--- src/rtl/mul_pkg.sv ---
// rtl/mul_pkg.sv - shared types and widths for the sequential multiplier
package mul_pkg;

    localparam int MUL_W = 8;

    typedef enum logic [2:0] {
        IDLE   = 3'd0,
        LOAD_A = 3'd1,
        LOAD_B = 3'd2,
        MUL    = 3'd3,
        DONE   = 3'd4
    } state_t;

endpackage

--- src/rtl/mul_seq_ctrl.sv ---
// rtl/mul_seq_ctrl.sv - sequencing controller for the repeated-addition multiplier datapath
module mul_seq_ctrl
    import mul_pkg::*;
#(
    parameter int W        = MUL_W,
    parameter bit SWAP_MIN = 1'b1
) (
    input  logic         clk,
    input  logic         rst,
    input  logic         start,
    input  logic         abort,
    input  logic [W-1:0] op_a,
    input  logic [W-1:0] op_b,
    output logic         busy,
    output logic         done,
    output logic [W-1:0] data_out,
    output logic         ldA,
    output logic         ldB,
    output logic         clrP,
    output logic         ldP,
    output logic         decB,
    input  logic         eqz
);

    state_t       state_q;
    state_t       state_d;
    logic [W-1:0] a_q;
    logic [W-1:0] b_q;
    logic         accept;
    logic         swap;

    assign accept = (state_q == IDLE) && start && !abort;
    // Putting the smaller operand in B bounds the loop at min(a,b) iterations.
    assign swap   = SWAP_MIN && (op_b > op_a);

    always_ff @(posedge clk or posedge rst) begin
        if (rst) begin
            state_q <= IDLE;
            a_q     <= '0;
            b_q     <= '0;
        end else begin
            state_q <= state_d;
            if (accept) begin
                a_q <= swap ? op_b : op_a;
                b_q <= swap ? op_a : op_b;
            end
        end
    end

    always_comb begin
        state_d  = state_q;
        busy     = (state_q != IDLE);
        done     = 1'b0;
        data_out = '0;
        ldA      = 1'b0;
        ldB      = 1'b0;
        clrP     = 1'b0;
        ldP      = 1'b0;
        decB     = 1'b0;
        case (state_q)
            IDLE: begin
                if (accept) state_d = LOAD_A;
            end
            LOAD_A: begin
                data_out = a_q;
                if (abort) begin
                    state_d = IDLE;
                end else begin
                    ldA     = 1'b1;
                    state_d = LOAD_B;
                end
            end
            LOAD_B: begin
                data_out = b_q;
                if (abort) begin
                    state_d = IDLE;
                end else begin
                    ldB     = 1'b1;
                    clrP    = 1'b1;
                    state_d = MUL;
                end
            end
            MUL: begin
                // eqz reflects B before this cycle's decrement, so the exit lags by one cycle.
                if (abort) begin
                    state_d = IDLE;
                end else if (!eqz) begin
                    ldP  = 1'b1;
                    decB = 1'b1;
                end else begin
                    state_d = DONE;
                end
            end
            DONE: begin
                done    = 1'b1;
                state_d = IDLE;
            end
            default: state_d = IDLE;
        endcase
    end

endmodule

--- config.mk ---
export PLATFORM = sky130hd
export DESIGN_NAME = mul_seq_ctrl
export DESIGN_NICKNAME = d
export VERILOG_FILES = /design/src/rtl/mul_pkg.sv /design/src/rtl/mul_seq_ctrl.sv
export SDC_FILE = /design/constraint.sdc
export NUM_CORES = 1
export LEC_CHECK = 0
export BUFFER_PORTS_ARGS = -buffer_cell sky130_fd_sc_hd__buf_4
export CORE_MARGIN = 10
export CORE_UTILIZATION = 50
export DETAILED_ROUTE_END_ITERATION = 16
export GPL_TIMING_DRIVEN = 1
export PLACE_DENSITY = 0.83
export SLEW_MARGIN = 0
export SYNTH_ARGS = -nofsm -noshare
export SYNTH_HDL_FRONTEND = slang
export SYNTH_SLANG_ARGS = --single-unit
--- constraint.sdc ---
create_clock -name clk -period 1.8 [get_ports clk]
set_input_delay 0.54 -clock clk [delete_from_list [all_inputs] [get_ports clk]]
set_output_delay 0.54 -clock clk [all_outputs]
set_load 0.02 [all_outputs]
==> impl_metrics.py <==
metrics = {
    "outcome": {
        "status": "finished, violations left",
        "violations": "setup timing",
    },
    "power": {
        "ir_worst_vdd_uv": 584,
        "leakage_uw": 0.00100,
        "power_density_mw_per_mm2": 708,
    },
    "sta": {
        "clock.fmax_ghz": 0.504,
        "rsz0062_at_grt": "yes",
        "finalHoldViolations": 0,
        "setup_slack_ps": -184,
        "slew_headroom": 0.801,
        "fin_crit_ps": 1980,
        "worst_pin_slew_ps": 299,
        "fin_skew_ps": 3.45,
        "final_max_slew_viol_count": 0,
        "setup_viol_count_final": 16,
        "hold_slack_ps": 246,
        "min_period_over_period": 1.10,
    },
    "floorplan": {
        "start_util": 0.518,
        "die_y_um": 73.0,
        "io-pin-count": 36,
        "die_w_um": 73.0,
        "die-area_mm2": 0.00533,
        "placementRows": 19,
        "core-area_mm2": 0.00271,
    },
    "place": {
        "hpwl_um": 3210,
        "place_congestion": 0.811,
        "pre_cts_slack_ps": -355,
        "placedCellCount": 261,
        "port_buffers": 35,
    },
    "synth": {
        "syn-num-nets": 209,
        "ys_seq_area_frac": 0.338,
        "yosysTopAreaCell": "dfrtp_1",
        "synth_area_leaders": "dfrtp_1, nor2_1, a31oi_1",
        "synth_compound_area_frac": 0.243,
        "synth.area.mux_share": 0,
        "synth.distinct_cells": 29,
        "syn_area_mm2": 0.00141,
        "avgSynthCellArea_um2": 7.81,
        "syn_inst": 180,
        "ys_warn_count": 0,
        "synth_top_family_by_area": "simple AND/OR/NAND/NOR gates",
        "synthAdderAreaFrac": 0.0712,
        "synth_top_area_frac": 0.338,
        "ys_ff_latch": 19,
        "synth_xor_area_frac": 0,
        "synth-simple-area-share": 0.257,
    },
    "worst_setup_path": {
        "reg2reg_depth": 6,
        "cp-endpoint": "busy",
        "path_class": "register to output port",
        "critPathMaxFanout": 5,
        "r2r-end": "a_q[0]",
        "crit-reg2reg-launch": "state_q[1]",
        "worstSetupStartpointType": "register",
        "crit_required_ps": 1260,
        "crit_start": "state_q[0]",
        "worstPathArrival_ps": 1440,
        "end_kind": "output port",
        "ff2ff_setup_slack_ps": 260,
    },
    "cts": {
        "clkSinkCount": 19,
        "clock_latency_ps": 300,
        "root_buffer": "clkbuf_4",
        "numCtsBuffers": 3,
        "h-tree-depth": 1,
        "clk_path_buf_depth": 2,
        "clk_pin_slew_ps": 100,
        "postCtsHoldBufs": 0,
        "cts_tree": "yes",
    },
    "route": {
        "drc": 0,
        "finalWirelength_um": 4410,
        "dr.pass1.iters": 4,
        "wl_per_cell_um": 16.2,
        "drt-initial-drc-count": 80,
        "vias": 1588,
        "viasPerCell": 5.82,
        "drtAntennaViolNets": 0,
    },
    "cells_and_area": {
        "mostFrequentLayoutCells": "buf_4, nor2_1, a21oi_1",
        "nets": 272,
        "layout-drive-gt1-share": 0.459,
        "fin_cells": 273,
        "finish.utilization": 0.794,
        "mostFrequentLayoutCell": "buf_4",
        "syn_to_final_growth_pct": 53.2,
        "diodes": 0,
        "nFillCells": 182,
    },
    "global_route": {
        "grt_pass1_vias": 1531,
        "grt_pass1_wl_um": 6660,
        "grt_use_total": 0.149,
        "grt_overflow_total": 0,
        "grt_max_degree": 20,
        "grt_antenna_before_repair": 0,
    },
    "flow_run": {
        "cap_violations": 0,
    },
    "hold_path": {
        "hp-class": "input pin to async pin",
    },
}
==> how the worst min path moves through the flow <==
stage	slack [ps]	cells after the start	to	from
2_1_floorplan	490	1	a_q[0]	rst
3_3_place_gp	530	2	a_q[6]	a_q[6]
3_5_place_dp	540	2	a_q[2]	a_q[2]
4_1_cts	260	3	b_q[5]	rst
5_1_grt	260	3	b_q[5]	rst
6_report	250	3	a_q[2]	rst
==> critical path, stage by stage, from the launching register on <==
cell and delay (ps):
dfrtp_2 470, buf_6 140, or3_1 390, buf_6 150
==> cell type report <==
class                   count  area (um2)  share of cell area
flip-flops and latches     19         479               0.223
well taps                  31        38.8              0.0180
repair buffers             69         572               0.266
inverters                  11        41.3              0.0192
multi-input cells         139         995               0.462
clock buffers               4        26.3              0.0122
==> power by group <==
group          total, uW  switching (uW)  internal (uW)
logic                707             369            338
clock network        214             127           86.6
registers            604            68.8            535
total               1520             565            960
==> registers in the layout (all words and copies together) (netlist names) <==
| signal | flops |
|---|---|
| a_q | 8 |
| b_q | 8 |
| state_q | 3 |
==> routing by layer <==
layer	wire length, um	track usage	part of all wire
met1	1730	0.163	0.39
met2	2370	0.262	0.54
met3	207	0.0313	0.047
met4	102	0.0738	0.023
met5	0	0	0
==> through the flow <==
stage	TNS (ps)	total power, uW	instance area [um2]
after detailed placement	-5230	1250	1990
final	-1510	1520	2150
after global routing	-2670	1610	2150
after global placement	-4260	1210	1990
after floorplan	0	990	1550
after CTS	-1640	1470	2060
==> Yosys cell counts <==
library cell  instances
a21oi_1              20
a22oi_1               8
a31oi_1              17
and2_1                3
and3_1                1
buf_2                 1
buf_4                 5
buf_6                 2
clkbuf_1              4
clkbuf_2              1
dfrtp_1              19
ha_1                  8
inv_1                11
nand2_1              17
nand3_1              18
nand4_1               1
nand4_2               1
nor2_1               30
nor2b_1               2
nor2b_4               2
nor3_1                1
o211a_4               1
o21a_1                1
o21a_4                1
o21ai_0               1
o21ai_1               1
o21ai_2               1
o21ai_4               1
or3_1                 1
==> repair_timing <==
action | in CTS | in global routing
setup endpoints to repair | 18 | 16
gates resized for setup | 8 | 9
cloned | 0 | 3
buffers inserted | 3 | 2
pin swaps | 1 | 4
==> kinds of logic after synthesis <==
family                     count (synthesis)
buffers and inverters                     24
adders and majority gates                  8
and+or+nand+nor                           77
AOI/OAI and AO/OA                         52
DFF                                       19
Power figures use the tool's default switching activity.
